`config.mk`:
```
export PLATFORM = sky130hd
export DESIGN_NAME = systolic_edge_rx
export DESIGN_NICKNAME = d
export VERILOG_FILES = /design/src/rtl/systolic_edge_rx.sv
export SDC_FILE = /design/constraint.sdc
export NUM_CORES = 1
export LEC_CHECK = 0
export ABC_AREA = 1
export CORE_ASPECT_RATIO = 2
export CORE_UTILIZATION = 62
export DETAILED_ROUTE_END_ITERATION = 7
export GPL_TIMING_DRIVEN = 0
export PLACE_DENSITY = 0.87
export SLEW_MARGIN = 0
export SYNTH_ARGS = -nofsm -noshare
export SYNTH_HDL_FRONTEND = slang
export SYNTH_SLANG_ARGS = --single-unit
```
`constraint.sdc`:
```
create_clock -name clk -period 6.83 [get_ports clk]
set_input_delay 0.683 -clock clk [delete_from_list [all_inputs] [get_ports clk]]
set_output_delay 0.683 -clock clk [all_outputs]
set_load 0.05 [all_outputs]
```
`src/rtl/systolic_edge_rx.sv`:
```
// systolic_edge_rx
//   Receiver for the nibble-serial edge stream leaving a systolic tile chain.
//   Nibbles arrive MSB nibble first, framed by a start strobe on the first
//   nibble. They are reassembled into 4*NIBBLES-bit words and queued in a small
//   FIFO that the consumer drains through a valid/ready handshake.
//
// Parameters
//   NIBBLES     data nibbles per word (1..8), word width W = 4*NIBBLES
//   FIFO_DEPTH  word FIFO entries, power of two (2..16)
//
// Ports
//   clk         clock, all state updates on the rising edge
//   rst_n       asynchronous active-low reset
//   ena         beat enable; when low the assembler holds its state
//   nib_in      serial data nibble
//   ctrl_in     frame-start strobe, high on the first nibble of a frame
//   word_out    FIFO head word, forced to zero while the FIFO is empty
//   word_valid  FIFO not empty
//   word_ready  consumer accepts the head word when word_valid is high
//   overflow    sticky flag: a completed word was dropped on a full FIFO
//   frame_err   one-cycle pulse: a frame restarted before completing
//   parity_err  one-cycle pulse: trailing parity nibble mismatched
//               (present only with the parity option)
//   level       FIFO occupancy, 0..FIFO_DEPTH
//
// Configuration
//   SYSTOLIC_EDGE_RX_PARITY_EN: each frame carries one extra trailing nibble,
//   the XOR of all data nibbles. Words failing the check are not queued.

module systolic_edge_rx #(
  parameter int NIBBLES    = 4,
  parameter int FIFO_DEPTH = 4
) (
  input  logic                 clk,
  input  logic                 rst_n,
  input  logic                 ena,
  input  logic [3:0]           nib_in,
  input  logic                 ctrl_in,
  output logic [4*NIBBLES-1:0] word_out,
  output logic                 word_valid,
  input  logic                 word_ready,
  output logic                 overflow,
  output logic                 frame_err,
`ifdef SYSTOLIC_EDGE_RX_PARITY_EN
  output logic                 parity_err,
`endif
  output logic [4:0]           level
);

  localparam int W  = 4 * NIBBLES;
  localparam int AW = (FIFO_DEPTH > 1) ? $clog2(FIFO_DEPTH) : 1;
`ifdef SYSTOLIC_EDGE_RX_PARITY_EN
  localparam int FRAME_LEN = NIBBLES + 1;
`else
  localparam int FRAME_LEN = NIBBLES;
`endif

  typedef enum logic {IDLE, COLLECT} state_t;

  state_t         state_q;
  logic [3:0]     cnt_q;
  logic [W-1:0]   asm_q;
  logic           frame_err_q;
`ifdef SYSTOLIC_EDGE_RX_PARITY_EN
  logic [3:0]     par_q;
  logic           parity_err_q;
  logic           parity_ok;
`endif

  logic [W-1:0]   asm_shift;
  logic [W-1:0]   asm_start;
  logic [W-1:0]   done_word;
  logic           frame_done;
  logic           push_ok;

  logic [W-1:0]   mem_q [FIFO_DEPTH];
  logic [AW-1:0]  wptr_q, rptr_q;
  logic [4:0]     level_q, level_d;
  logic           overflow_q;
  logic           pop, full, wr_en;

  // Frame completion detection and the word that completes on this beat.
  // The concatenation is truncated so the oldest nibble falls off the top,
  // which also keeps the expression legal when NIBBLES is 1.
  always_comb begin
    asm_shift      = W'({asm_q, nib_in});
    asm_start      = '0;
    asm_start[3:0] = nib_in;
    frame_done     = 1'b0;
    done_word      = asm_shift;
    if (ena) begin
      if (ctrl_in) begin
        frame_done = (FRAME_LEN == 1);
        done_word  = asm_start;
      end else if (state_q == COLLECT) begin
        frame_done = (int'(cnt_q) + 1 == FRAME_LEN);
      end
    end
`ifdef SYSTOLIC_EDGE_RX_PARITY_EN
    // The last beat carries parity, so the data word is already in asm_q.
    done_word = asm_q;
    parity_ok = (par_q == nib_in);
    push_ok   = frame_done & parity_ok;
`else
    push_ok   = frame_done;
`endif
  end

  // Assembler FSM: a start strobe always opens a new frame, flagging an
  // error when it cuts a partial frame short.
  always_ff @(posedge clk or negedge rst_n) begin
    if (!rst_n) begin
      state_q      <= IDLE;
      cnt_q        <= '0;
      asm_q        <= '0;
      frame_err_q  <= 1'b0;
`ifdef SYSTOLIC_EDGE_RX_PARITY_EN
      par_q        <= '0;
      parity_err_q <= 1'b0;
`endif
    end else begin
      frame_err_q  <= 1'b0;
`ifdef SYSTOLIC_EDGE_RX_PARITY_EN
      parity_err_q <= 1'b0;
`endif
      if (ena) begin
        if (ctrl_in) begin
          frame_err_q <= (state_q == COLLECT);
          asm_q       <= asm_start;
          cnt_q       <= frame_done ? 4'd0 : 4'd1;
          state_q     <= frame_done ? IDLE : COLLECT;
`ifdef SYSTOLIC_EDGE_RX_PARITY_EN
          par_q       <= nib_in;
`endif
        end else if (state_q == COLLECT) begin
          if (frame_done) begin
            state_q <= IDLE;
            cnt_q   <= '0;
`ifdef SYSTOLIC_EDGE_RX_PARITY_EN
            parity_err_q <= ~parity_ok;
`endif
          end else begin
            asm_q <= asm_shift;
            cnt_q <= cnt_q + 4'd1;
`ifdef SYSTOLIC_EDGE_RX_PARITY_EN
            par_q <= par_q ^ nib_in;
`endif
          end
        end
      end
    end
  end

  // A full FIFO still accepts a push when the head is popped on the same edge.
  always_comb begin
    pop     = (level_q != 5'd0) & word_ready;
    full    = (level_q == 5'(FIFO_DEPTH));
    wr_en   = push_ok & (~full | pop);
    level_d = level_q + 5'(wr_en) - 5'(pop);
  end

  // FIFO pointers, occupancy and the sticky overflow flag.
  always_ff @(posedge clk or negedge rst_n) begin
    if (!rst_n) begin
      wptr_q     <= '0;
      rptr_q     <= '0;
      level_q    <= '0;
      overflow_q <= 1'b0;
    end else begin
      if (wr_en) wptr_q <= wptr_q + AW'(1);
      if (pop)   rptr_q <= rptr_q + AW'(1);
      level_q <= level_d;
      if (push_ok & full & ~pop) overflow_q <= 1'b1;
    end
  end

  // Storage needs no reset: word_out is gated by occupancy.
  always_ff @(posedge clk) begin
    if (wr_en) mem_q[wptr_q] <= done_word;
  end

  assign word_valid = (level_q != 5'd0);
  assign word_out   = word_valid ? mem_q[rptr_q] : '0;
  assign level      = level_q;
  assign overflow   = overflow_q;
  assign frame_err  = frame_err_q;
`ifdef SYSTOLIC_EDGE_RX_PARITY_EN
  assign parity_err = parity_err_q;
`endif

endmodule

```
== Yosys cells after proc, flatten, opt, wreduce, memory -nomap -nowiden ==
Memories as Yosys holds them, arrays and structs flattened.
Index checks and enable logic that the tools add are counted.

* Output and inout port bits: 24
* Flip-flop bits (word level): 28
* Logic and storage cells: 49
* RAM bits: 64
* Bits of input ports: 9
* Memories kept: 1

* $add $sub $neg: 6
* Equality and inequality tests: 3
* Muxes and demuxes: 20
* Reduce and logical (&&, ||, !) cells: 4
* Bitwise gates (word level): 7

{| class="wikitable"
|+ Memories
! name !! words !! bits a word !! rd ports !! clocked after memory_dff !! write ports !! line !! source
|-
| mem_q || 4 || 16 || 1 || 0 || 1 || 76 || <nowiki>logic [W-1:0] mem_q [FIFO_DEPTH];</nowiki>
|}

{| class="wikitable"
|+ Operators by type and width
! kind !! count
|-
| 16-bit two-way mux || 3
|-
| 12-bit two-way mux || 3
|-
| 4-bit two-way mux || 3
|-
| 1-bit two-way mux || 11
|-
| 5-bit by 3-bit == test with 1-bit output (second input constant) || 2
|-
| 4-bit by 1-bit adder with 5-bit output (second input constant) || 1
|-
| 5-bit by 1-bit adder with 5-bit output || 1
|-
| 5-bit nonzero test || 1
|-
| 5-bit by 1-bit subtractor with 5-bit output || 1
|-
| 2-bit by 1-bit adder with 2-bit output (second input constant) || 2
|-
| 4-bit by 1-bit adder with 4-bit output (second input constant) || 1
|-
| 1-bit AND || 4
|-
| 3-bit AND reduction || 1
|-
| 2-bit != test (second input constant) || 1
|-
| 1-bit NOT || 2
|-
| 2-bit AND reduction || 1
|-
| 2-bit nonzero test || 1
|-
| 1-bit bitwise OR || 1
|}

== Depth between registers and ports, before layout ==
Gate-level depths: netlist of run 1.

* Depth after elaboration: 8
* Gate-level depth with buffers: 15
* Mapped depth without buffers: 15

== Worst setup path before layout of run 1 ==
OpenSTA, ideal clock, no wires.

* Kind: flip-flop to flip-flop
* From: reg level_q[2], in the netlist level[2]
* To: reg level_q[4], in the netlist level[4]
* Arrival time: 3159 ps
* Clock period less this slack: 3286 ps
* Required time: 6702 ps
* Buffers on the path: 0
* Path slack: 3544 ps
* Library setup time: 128 ps
* Cell stages (with the launch flop): 15
* Cell sequence: dfrtp_1 > inv_1 > ha_1 > nand3_1 > nand2_1 > nand2_1 > nand3_1 > ha_1 > inv_1 > ha_1 > inv_1 > fa_1 > o21ai_0 > a21oi_1 > xor2_1

* Word-level cells in the longest chain between the ends: 6
* Elaborated cells between the ends (all ways): 8
* Those cells by class: add/sub (2); eq/ne (1); bitwise (4); reduce/logical (1)

{| class="wikitable"
|+ RTL lines
! item !! line !! source
|-
| start: declaration || 78 || <nowiki>logic [4:0] level_q, level_d;</nowiki>
|-
| start signal: assignment || 172 || <nowiki>level_q <= level_d;</nowiki>
|-
| 5-bit nonzero test * || n/a ||
|-
| named net word_valid || 40 || <nowiki>output logic word_valid,</nowiki>
|-
| 1-bit AND * || 156 || <nowiki>pop = (level_q != 5'd0) & word_ready;</nowiki>
|-
| 1-bit bitwise OR || 158 || <nowiki>wr_en = push_ok & (~full | pop);</nowiki>
|-
| 1-bit AND || 158 ||
|-
| 5-bit by 1-bit adder with 5-bit output || 159 || <nowiki>level_d = level_q + 5'(wr_en) - 5'(pop);</nowiki>
|-
| 5-bit by 1-bit subtractor with 5-bit output * || 159 ||
|-
| named net level_d[4] || 78 ||
|}

The timed path passes the listed nets; every way through them passes the cells marked *.
A chain may end at the register's enable or synchronous reset.

== Final worst setup path of run 1 ==
* From: reg rptr_q[0]
* To: out word_out[9]

* Word-level cells in the longest chain between the ends: 2

{| class="wikitable"
|+ RTL lines
! item !! line !! source
|-
| start: declaration || 77 || <nowiki>logic [AW-1:0] wptr_q, rptr_q;</nowiki>
|-
| start signal: assignment || 171 || <nowiki>if (pop) rptr_q <= rptr_q + AW'(1);</nowiki>
|-
| memory 4 x 16 bit || n/a ||
|-
| 16-bit two-way mux || 183 || <nowiki>assign word_out = word_valid ? mem_q[rptr_q] : '0;</nowiki>
|-
| end: declaration || 39 || <nowiki>output logic [4*NIBBLES-1:0] word_out,</nowiki>
|}

Every way passes these cells.

==> impl.org, run 1 <==
** Layout
- Final Instance Area :: 0.00473 mm²
- Register cell area after layout :: about 0.0026 mm²
- The library cells used most frequently in the layout, excluding fill and tap cells, are nor2_1 (86), edfxtp_1 (64), nand2_1 (47), inv_1 (38), o21ai_0 (33).
- Share of cells above drive strength 1 :: 0.0808
- Antenna cell count :: 0
- Leading cell type in the layout, fill and taps excluded :: nor2_1
- In the final layout, the multi-input gates occupy 0.00115 mm².
- Fill cell count :: 421
- From synthesis to final layout, the design area changed by 18.1%.
- The final layout contains 450 nets.

** Drt
- In the routed design, unresolved DRC markers number 0.
- Once detail routing completed, the nets flagged for antenna violations numbered 0.
- Vias per std cell :: 5.48
- Total iterations of the first detailed-routing run :: 4
- In the final routed layout, each cell accounts on average for 17.1 µm.
- For this block, the routed nets add up to a little under 9 mm of wire.
- The routed layout has 2843 vias.
- Detailed router's first-iteration violation count :: 185

** Logic synthesis
- Dominant combinational cell family by area after synthesis :: simple AND/OR/NAND/NOR gates
- The cell count after synthesis came out at 383.
- For this run, the register share of the synthesized area comes to 0.655.
- After synthesis, the share of cell area in mux cells is 0.
- Of the total synthesized cell area, the portion taken by AND, OR, NAND and NOR gates is 0.161.
- Yosys Warn Count :: 0
- Of the total synthesized cell area, the portion taken by XOR and XNOR cells is 0.0109.
- Of the total synthesized cell area, the portion taken by full adders, half adders and majority gates is 0.0425.
- Cell area after technology mapping :: 0.00400 mm²
- After synthesis, the mean cell area works out to 10.5 µm².
- Mapped Nets :: 405
- Number of storage elements in the synthesis netlist :: 92
- The number of different library cells used by synthesis comes to 25.
- The fraction of the mapped netlist area in compound gates is 0.0719.

** STA
- Final-report max-slew violation count :: 0
- The hold violation total from the final report came to 0.
- Max transition margin :: 0.309
- Setup violations remaining at the end of the flow were counted as 0.
- On the final layout, the worst clock skew is roughly 0.0087 ns.
- The worst path in the final design needs a cycle of 3.34 ns, including I/O delays and setup.
- For the pin with the worst max-slew slack, the measured transition is 1.03 ns.
- Max Fclk :: 300 MHz
- In the final timing run, aggregate negative setup slack is 0 ns.
- Setup repair after global routing missed its margin :: false
- Share of the clock period used by the worst path :: 0.489

** Worst setup path
- Kind of start point of the critical path :: flip-flop
- Of all nets on the critical path, the largest fanout is 10.
- Data on the critical path is required at its endpoint by approximately 6.2 ns.
- The largest individual stage delay along the critical path comes from the cell clkdlybuf4s50_1.
- At the worst endpoint, the arrival time is 2.65 ns.
- Longest individual stage delay on the worst path :: 0.84 ns
- The worst setup path is captured at an output port.
- Worst path top cell family by delay :: buffers and inverters
- Together, buffers and inverters on the worst path number 4.
- Path type of the worst setup path :: reg2out
- The critical path goes through buf_2 -> inv_2 -> clkbuf_1 -> o21ai_0 -> a21oi_1 -> clkdlybuf4s50_1.

** Power and ir drop
- Internal power :: 0.00118 W
- The share of total power dissipated in the clock network is 0.232.
- Summed over all nets, the switching power comes to 0.000822 W.
- Largest vdd supply drop :: 0.395 mV
- The share of total power dissipated in combinational logic is 0.432.
- Share of total power consumed by net switching :: 0.411
- Summed over all cells, the static leakage comes to 1.94 nW.
- Of the total power, registers draw 0.335.
- Dividing total power by cell area gives a power density of 424 mW/mm².

** GRT
- The first global-routing pass estimated 14.3 mm of wire.
- Entering global routing, the biggest net connects 29 pins.
- In the global route stage, met3 resource usage came out at 0.0446.
- Total congestion overflow after global routing :: 0
- GR Util All Layers :: 0.293
- The number of antenna violations at the first check in global routing was 0.
- Via count of the first global-routing pass :: 2970
- Met2 demand-to-capacity share in global routing :: 0.539
- Layer carrying the most global-route usage :: met2
- In the global route stage, met1 resource usage came out at 0.324.

** Placed design
- Routability-driven placement finished with a final weighted congestion of ~0.8.
- Detailed-placement wirelength estimate :: 5.89 mm
- Placed standard-cell area :: 0.00445 mm²
- Port buffering added 32 buffers.

** Clocking
- For the worst-skew pair, the clock arrives at the later sink with an insertion delay of 0.34 ns.
- CTS H-tree lvls :: 3
- Buffers added to address setup during post-CTS repair amount to 0.
- Total clock sinks :: 92
- In this run the clock root is driven by a clkbuf_16.
- TritonCTS built the clock tree.
- Gates resized, CTS repair :: 0
- TritonCTS Buffers :: 9
- Clock-pin slew was measured on the worst setup and hold paths at 0.06 ns.
- CTS max path bufs :: 2
- Buffers inserted to repair hold after CTS numbered 0.

** Die
- I/O pin count :: 33
- The die covers 0.00680 mm².
- After floorplanning, the core was divided into 41 placement rows.
- Measured along the y axis, the die boundary spans 116 µm.
- The core region is 0.00626 mm².
- For this configuration, the core starts out at a cell density of 0.640.
- The die is 58.8 µm wide.

** Worst hold path
- In this run the worst hold path is classified as in2async.

** Run
- MaxCap Viol Count :: 0

** Status
- Status :: finished, final reports clean
==> path summary, 6_finish.rpt <==
| kind | from | endpoint | slack [ns] | cells past startpoint |
|---|---|---|---|---|
| hold / removal | rst_n | asm_q[9] | 0.36 | 1 |
| min in group clk | overflow | overflow | 0.49 | 1 |
| setup reg to reg | cnt_q[0] | level[4] | 3.74 | 15 |
| hold reg to reg | overflow | overflow | 0.49 | 1 |
| max in group asynchronous | rst_n | rptr_q[0] | 6.04 | 1 |
| setup / recovery | rptr_q[0] | word_out[9] | 3.49 | 6 |
==> flip-flops by register name, indices dropped and copies added, names as in the netlist <==
name       flops
level          5
cnt_q          4
overflow       1
wptr_q         2
frame_err      1
mem_q         64
rptr_q         2
asm_q         12
state_q        1
==> power groups by stage <==
stage                     combinational (W)  sequential, W  clock, W
final                              0.000865       0.000672  0.000465
after global routing               0.000926       0.000675  0.000488
after CTS                          0.000867       0.000670  0.000470
after detailed placement           0.000856       0.000681         0
after global placement             0.000825       0.000677         0
after floorplan                    0.000537       0.000727         0
==> stage by stage <==
step | setup slack, ns | hold WS (ns) | total power [W] | utilization | std cells
2_1_floorplan | 3.54 | 0.387 | 0.00126 | - | 383
3_3_place_gp | 3.40 | 0.457 | 0.00150 | 0.708 | 501
3_5_place_dp | 3.33 | 0.458 | 0.00154 | 0.710 | 503
4_1_cts | 3.53 | 0.497 | 0.00201 | 0.755 | 519
5_1_grt | 3.40 | 0.412 | 0.00209 | 0.755 | 519
6_report | 3.49 | 0.362 | 0.00200 | 0.755 | 519
==> area by class of cell <==
class                           count  area share
Buffer                             14      0.0154
Clock buffer                       13      0.0551
Clock inverter                      3     0.00424
Inverter                           43      0.0342
Multi-Input combinational cell    234       0.244
Sequential cell                    92       0.555
Tap cell                           86      0.0228
Timing Repair Buffer               34      0.0699
==> cells in the mapped netlist <==
cell	n	area (µm²)
clkbuf_1	4	15.0
o21ai_1	4	20.0
fa_1	1	20.0
inv_2	4	15.0
nand4_1	3	18.8
buf_6	1	11.3
nand2_2	1	6.26
a21oi_1	19	95.1
clkinv_1	1	3.75
xnor2_1	1	8.76
dfrtp_1	28	701
o21bai_1	1	7.51
nand2_4	1	11.3
buf_2	7	35.0
inv_1	38	143
nand3_1	18	90.1
o21ai_0	33	165
xor2_1	4	35.0
buf_4	1	7.51
buf_1	1	3.75
nor2_1	88	330
nor2_4	1	11.3
ha_1	12	150
edfxtp_1	64	1920
nand2_1	47	176
==> cells by family after synthesis <==
family,count (synthesis)
AND/OR/NAND/NOR,159
flip-flops,92
AO/OA/AOI/OAI,57
buffers and inverters,57
adder cells (fa/ha/maj),13
XOR/XNOR,5
==> layer usage <==
layer	routed length [µm]	up-vias	share of wire
met1	3190	1387	0.36
li1	-	1344	-
met4	200	0	0.022
met3	361	18	0.041
met5	0	-	0
met2	5130	94	0.58
No activity file was read; power rests on OpenSTA's default activity.
==> run 2: changes to the inputs <==
--- a/config.mk
+++ b/config.mk
@@ -7,10 +7,10 @@
 export LEC_CHECK = 0
 export ABC_AREA = 1
 export CORE_ASPECT_RATIO = 2
-export CORE_UTILIZATION = 62
+export CORE_UTILIZATION = 57
 export DETAILED_ROUTE_END_ITERATION = 7
 export GPL_TIMING_DRIVEN = 0
-export PLACE_DENSITY = 0.87
+export PLACE_DENSITY = 0.82
 export SLEW_MARGIN = 0
 export SYNTH_ARGS = -nofsm -noshare
 export SYNTH_HDL_FRONTEND = slang
==> constraint.sdc (replaced) <==
create_clock -name clk -period 3.35 [get_ports clk]
set_input_delay 0.335 -clock clk [delete_from_list [all_inputs] [get_ports clk]]
set_output_delay 0.335 -clock clk [all_outputs]
set_load 0.05 [all_outputs]
==> impl.org, run 2 (synthesis results as in run 1) <==
** Layout
- Counting flops per register, the top entry is mem_q.
- Leaving out fill and tap cells, the most frequent cell in the layout is nor2_1.
- Antenna cell count :: 0 (unchanged)
- The top cell types in the final layout, fill and taps aside, are nor2_1 (85), edfxtp_1 (64), nand2_1 (47), inv_1 (38), o21ai_0 (33).
- Multi-input gate area :: 0.00115 mm² (+0.22%)
- The share of post-route cells with drive strength above 1 was 0.0787 (-0.00213).
- The area taken by flip-flops and latches was 0.00262 mm² (unchanged).
- The number of flip-flops in the largest register is 64 (unchanged).
- Total number of nets in the final design :: 449 (-0.22%)
- Final Instance Area :: 0.00473 mm² (unchanged)
- Final Util :: 0.708 (-0.0470)
- Area growth syn-to-layout :: 18.1% (unchanged)
- Fill cell count :: 493 (+17%)

** Clocking
- TritonCTS Buffers :: 9 (unchanged)
- The number of H-tree levels came to 3 (unchanged).
- Clk pin slew, worst setup/hold paths :: 0.06 ns (about the same)
- Insertion delay to the later sink of the worst-skew pair :: 0.34 ns (about the same)
- Number of buffers inserted by hold repair at cts :: 0 (unchanged)
- Total clock sinks :: 92 (unchanged)
- CTS max path bufs :: 2 (unchanged)
- TritonCTS built the clock tree.
- The number of instances resized during post-cts repair came to 0 (unchanged).
- Buffer type at the clock tree root :: clkbuf_16
- The count of buffers added by post-CTS timing repair for setup was 0 (unchanged).

** Die
- The die area came to 0.00738 mm² (+8.5%).
- Total number of placement rows :: 42 (+2.4%)
- I/O pin count :: 33 (unchanged)
- The floorplan core area was 0.00667 mm² (+6.6%).
- Height of the chip :: 121 µm (+4.2%)
- The die boundary width came to 61.3 µm (+4.1%).
- Initial cell density of the core :: 0.600 (-0.0398)

** Placed design
- Routability congestion estimate from global placement :: 0.803 (-1.9%)
- Count of input and output buffers :: 32 (unchanged)
- Detailed-placement wirelength estimate :: 5.92 mm (+0.53%)
- Placed standard-cell area :: 0.00445 mm² (about the same)

** GRT
- Pin count of the biggest net entering global routing :: 29 (unchanged)
- Via count of the first global-routing pass :: 2890 (-2.7%)
- Initial antenna violation count :: 0 (unchanged)
- The residual overflow from global routing was 0 (unchanged).
- First-pass GRT wire length :: 13.7 mm (-4.5%)
- GR Util All Layers :: 0.266 (-0.0276)

** STA
- Setup total negative slack :: 0 ns (unchanged)
- In the finished design, the share of the clock period the worst path needs comes to 0.909.
- Setup repair after global routing missed its margin :: false
- Total setup violations reported at the end of the flow :: 0 (unchanged)
- Total count of hold-check failures in the final report :: 0 (unchanged)
- The final count of pins violating max slew came to 0 (unchanged).
- Worst clock skew :: 0.00472 ns (-0.00400 ns)
- Max Fclk :: 328 MHz
- The slew at the pin closest to its max-slew limit is 0.984 ns (-0.0488 ns).
- Counting I/O delays and the setup requirement, the final critical path takes 3.04 ns.
- The relative slew slack was 0.343 (+0.0344).

** Drt
- The number of vias after detailed routing is 2826 (-0.60%).
- The total detailed-routing wirelength came to 8.49 mm (-4.5%).
- Total iterations of the first detailed-routing run :: 5 (+1)
- The remaining antenna violation count after routing came to 0 (unchanged).
- The total DRC errors in the routed layout is 0 (unchanged).
- Vias per std cell :: 5.43 (-0.79%)
- Detailed router's first-iteration violation count :: 158 (-15%)
- The average routed wire per standard cell was 16.3 µm (-4.7%).

** Power and ir drop
- Clock share of power :: 0.233 (about the same)
- The cell-internal power came to 0.00242 W (+110%).
- Largest vdd supply drop :: 0.699 mV (+77%)
- The net switching power came to 0.00162 W (+97%).
- Proportion of power drawn by combinational gates :: 0.430 (-0.002)
- Leakage :: 1.93 nW (-0.27%)
- The sequential power share came to 0.337 (+0.002).
- Share of total power consumed by net switching :: 0.401 (-0.00960)
- The power density relative to cell area is 856 mW/mm² (+100%).

** Worst setup path
- Required time at the endpoint of the critical path :: 3.01 ns (-3.14 ns)
- Walking the worst path, the cells encountered are buf_2 -> inv_2 -> clkbuf_1 -> o21ai_0 -> a21oi_1 -> clkdlybuf4s50_1.
- Arrival time of the worst setup path :: 2.71 ns (+0.06 ns)
- STA classifies the critical path startpoint as a flip-flop.
- Largest fanout on the critical path :: 10 (unchanged)
- The delay of the slowest cell on the worst path came to 0.85 ns (about the same).
- STA classifies the critical path endpoint as an output port.
- Slowest cell on the critical path :: clkdlybuf4s50_1
- By startpoint and endpoint, the worst setup path is classified as reg2out.

** Run
- The number of maximum-capacitance constraint violations is 0 (unchanged).

** Worst hold path
- The worst hold path belongs to the class in2async.

** Status
- The flow ran to the end, and the final reports show no timing, DRC or antenna violations.
[run 2: worst paths after layout]
check	from	end	slack (ns)	depth (start not counted)
min reg2reg	overflow	overflow	0.48	1
max reg2reg	cnt_q[0]	level[4]	0.33	15
max in group asynchronous	rst_n	rptr_q[0]	2.91	1
min in group clk	overflow	overflow	0.48	1
max	rptr_q[0]	word_out[3]	0.31	6
min	rst_n	asm_q[4]	0.02	1
[run 2: power by group through the flow]
stage	clock (W)	combinational [W]	sequential [W]
floorplan	0	0.00110	0.00148
global placement	0	0.00169	0.00138
detailed placement	0	0.00174	0.00139
CTS	0.000953	0.00175	0.00136
global route	0.000996	0.00187	0.00137
finish	0.000942	0.00174	0.00136
[run 2: worst max-delay path: cells and delay by family (launching register included)]
| kind | cells | cell delay (ns) |
|---|---|---|
| buf+inv | 4 | 1.55 |
| compound gates | 2 | 0.46 |
| flops | 1 | 0.36 |
[run 2: cell type report]
| class | count | share of cell area |
|---|---|---|
| flip-flops and latches | 92 | 0.555 |
| multi-input cells | 234 | 0.244 |
| repair buffers | 33 | 0.0683 |
| clock buffers | 15 | 0.0588 |
| inverters | 43 | 0.0342 |
| well taps | 88 | 0.0233 |
| plain buffers | 14 | 0.0154 |
| clock inverters | 1 | 0.00106 |
[run 2: per-layer routing]
layer | vias to the layer above | track usage | routed length [µm]
li1 | 1344 | - | -
met4 | 0 | 0.148 | 294
met3 | 24 | 0.0578 | 386
met2 | 100 | 0.458 | 4810
met5 | - | 0 | 0
met1 | 1358 | 0.286 | 3000
[run 2: per-stage QoR]
stage,setup WS [ns],power [W],instances,hold slack (ns)
after floorplan,0.0635,0.00258,383,0.0394
final,0.306,0.00405,520,0.0162
after detailed placement,0.144,0.00313,504,0.468
after global routing,0.0872,0.00424,520,0.0656
after CTS,0.301,0.00406,520,0.484
after global placement,0.245,0.00307,503,0.457
==> RTL change, RTL diff (flow settings as in run 1) <==
Make the reset (`rst_n`) synchronous in 2 clocked blocks. Comments in the files are not updated.
--- a/src/rtl/systolic_edge_rx.sv
+++ b/src/rtl/systolic_edge_rx.sv
@@ -110,3 +110,3 @@
   // error when it cuts a partial frame short.
-  always_ff @(posedge clk or negedge rst_n) begin
+  always_ff @(posedge clk) begin
     if (!rst_n) begin
@@ -162,3 +162,3 @@
   // FIFO pointers, occupancy and the sticky overflow flag.
-  always_ff @(posedge clk or negedge rst_n) begin
+  always_ff @(posedge clk) begin
     if (!rst_n) begin
Check against the original RTL: differs if rst_n is asserted again (counterexample within 4 cycles, from zero or initial values and one cycle with rst_n low); with rst_n held inactive, the same outputs for 4 cycles.
==> RTL change against run 1 <==
- clock skew is 0.0034 ns lower
- sequential cell count is 2 higher
- power is 10% lower
- first-iteration DRC count is 41% lower
- design area is 2.1% higher
- area after synthesis is 3.2% higher
- worst hold slack better by 0.11 ns
- wire length is 2.4% lower
- setup slack better by 0.049 ns
- critical path type unchanged
==> RTL change: results (changes against run 1) <==
{| class="wikitable"
! Metric !! Value
|-
| Result of the run || finished, final reports clean
|-
| Clock Skew || 0.005340 ns (-0.003383 ns)
|-
| Vias in the first global route || 3,000 (+1.0%)
|-
| Largest net degree at the start of global routing || 17 (-41%)
|-
| Largest voltage drop on the vdd net || 282.3 µV (-28%)
|-
| Fraction of the yosys area taken by sequential cells || 61.07% (-4.4 points)
|-
| Fillers || 433 (+2.9%)
|-
| Total Routing Usage GR || 27.04% (-2.3 points)
|-
| Distinct cell type count of the synthesized netlist || 27 (+8.0%)
|-
| Leading cell types by count after synthesis || sky130_fd_sc_hd__nor2_1 (89), sky130_fd_sc_hd__edfxtp_1 (64), sky130_fd_sc_hd__inv_1 (43)
|-
| CP delay by family, top || buffers and inverters
|-
| H-tree Lvls || 3 (unchanged)
|-
| First-iteration detailed-routing DRC count || 110 (-41%)
|-
| Last weighted congestion value of the routability-driven placer || 0.8180 (about the same)
|-
| Worst rel slew slack || 36.75% (+5.9 points)
|-
| IO Port Bufs || 31 (-3.1%)
|-
| Data arrival time of the critical path || 2.60 ns (-0.05 ns)
|-
| Final Net Count || 475 (+5.6%)
|-
| Via count normalized by instance count || 5.465 (-0.23%)
|-
| Async S/R FF share, synth || 0% (-30 points)
|-
| Hold WC Path Type || flop to flop
|-
| Net count after synthesis || 433 (+6.9%)
|-
| Clock latency on the worst-skew pair || 0.34 ns (about the same)
|-
| First-pass GRT wire length || 13,740 µm (-4.0%)
|-
| Number of flip-flops under the largest register name || 64 (unchanged)
|-
| HPWL reported at the end of detailed placement || 6087 µm (+3.3%)
|-
| Pleak || 1.750 nW (-9.8%)
|-
| Share of post-route cells with drive strength above 1 || 13.10% (+5.0 points)
|-
| Total Wirelength || 8680 µm (-2.4%)
|-
| Clock transition at the register clock pins on the worst setup and hold paths after CTS || 0.06 ns (about the same)
|-
| Dominant cells by area after synthesis || sky130_fd_sc_hd__edfxtp_1 (47%), sky130_fd_sc_hd__dfxtp_1 (15%), sky130_fd_sc_hd__nor2_1 (8.1%)
|}
==> RTL change: changes by cell type in the layout (fill, tap and decap cells not counted), moves of 4 or more <==
cell                                run 1  this run
sky130_fd_sc_hd__clkinvlp_4             0         5
sky130_fd_sc_hd__a21oi_2                0        10
sky130_fd_sc_hd__nand2_2                1        14
sky130_fd_sc_hd__dfxtp_1                0        30
sky130_fd_sc_hd__a21oi_1               19        28
sky130_fd_sc_hd__o21ai_1                4         0
sky130_fd_sc_hd__inv_1                 38        43
sky130_fd_sc_hd__dfrtp_1               28         0
sky130_fd_sc_hd__nor2_2                 2         6
sky130_fd_sc_hd__nand2_1               47        26
==> RTL change: final timing paths <==
check             from      endpoint  slack (ns)  depth (start not counted)
max               flop  word_out[11]        3.54                          7
min          asm_q[11]     asm_q[11]        0.47                          2
max reg2reg   cnt_q[0]      level[4]        3.80                         18
min reg2reg  asm_q[11]     asm_q[11]        0.47                          2
==> RTL change: logic make-up (layout without fill, tap and decap cells) <==
family	Yosys count	after routing	share of synthesized area (%)
AO/OA/AOI/OAI	76	76	10.24
XOR/XNOR	2	2	0.4242
adder cells (fa/ha/maj)	13	13	4.120
buffers and inverters	62	109	6.422
flip-flops	94	94	61.07
AND/OR/NAND/NOR	164	164	17.72
==> RTL change: final cells by class <==
class	count	area, µm²	area share, %
Sequential cell	94	2522	52.30
Multi-Input combinational cell	255	1343	27.83
Timing Repair Buffer	31	310.3	6.433
Clock buffer	9	225.2	4.669
Inverter	45	168.9	3.502
Tap cell	86	107.6	2.231
Buffer	17	96.34	1.997
Clock inverter	7	50.05	1.038
==> RTL change: metrics by stage <==
stage	area [µm²]	instances	power, mW	setup WS, ns	hold slack, ns
2_1_floorplan	4130	411	1.132	3.530	0.4363
3_3_place_gp	4548	528	1.331	3.357	0.4504
3_5_place_dp	4548	528	1.349	3.253	0.4578
4_1_cts	4823	544	1.798	3.565	0.4687
5_1_grt	4823	544	1.868	3.351	0.4873
6_report	4823	544	1.797	3.543	0.4680
==> RTL change: worst reg2reg max path, delay by kind of cell (launching register included) <==
family / cells / cell delay, ns
and+or+nand+nor: 8 / 0.96
AOI/OAI and AO/OA: 1 / 0.07
DFF: 1 / 0.46
buffers and inverters: 5 / 0.38
adders and majority gates: 4 / 1.10
==> RTL change: layer usage <==
metal	GRT usage [%]	part of all wire [%]
met5	0	0
met2	49.93	57
met3	3.749	4.6
met4	13.37	3.0
met1	27.64	35
==> RTL change: report_power, final <==
| part | switching (mW) | internal [mW] |
|---|---|---|
| Combinational | 0.475 | 0.219 |
| Sequential | 0.0193 | 0.625 |
| Clock | 0.213 | 0.246 |
| Total | 0.708 | 1.09 |
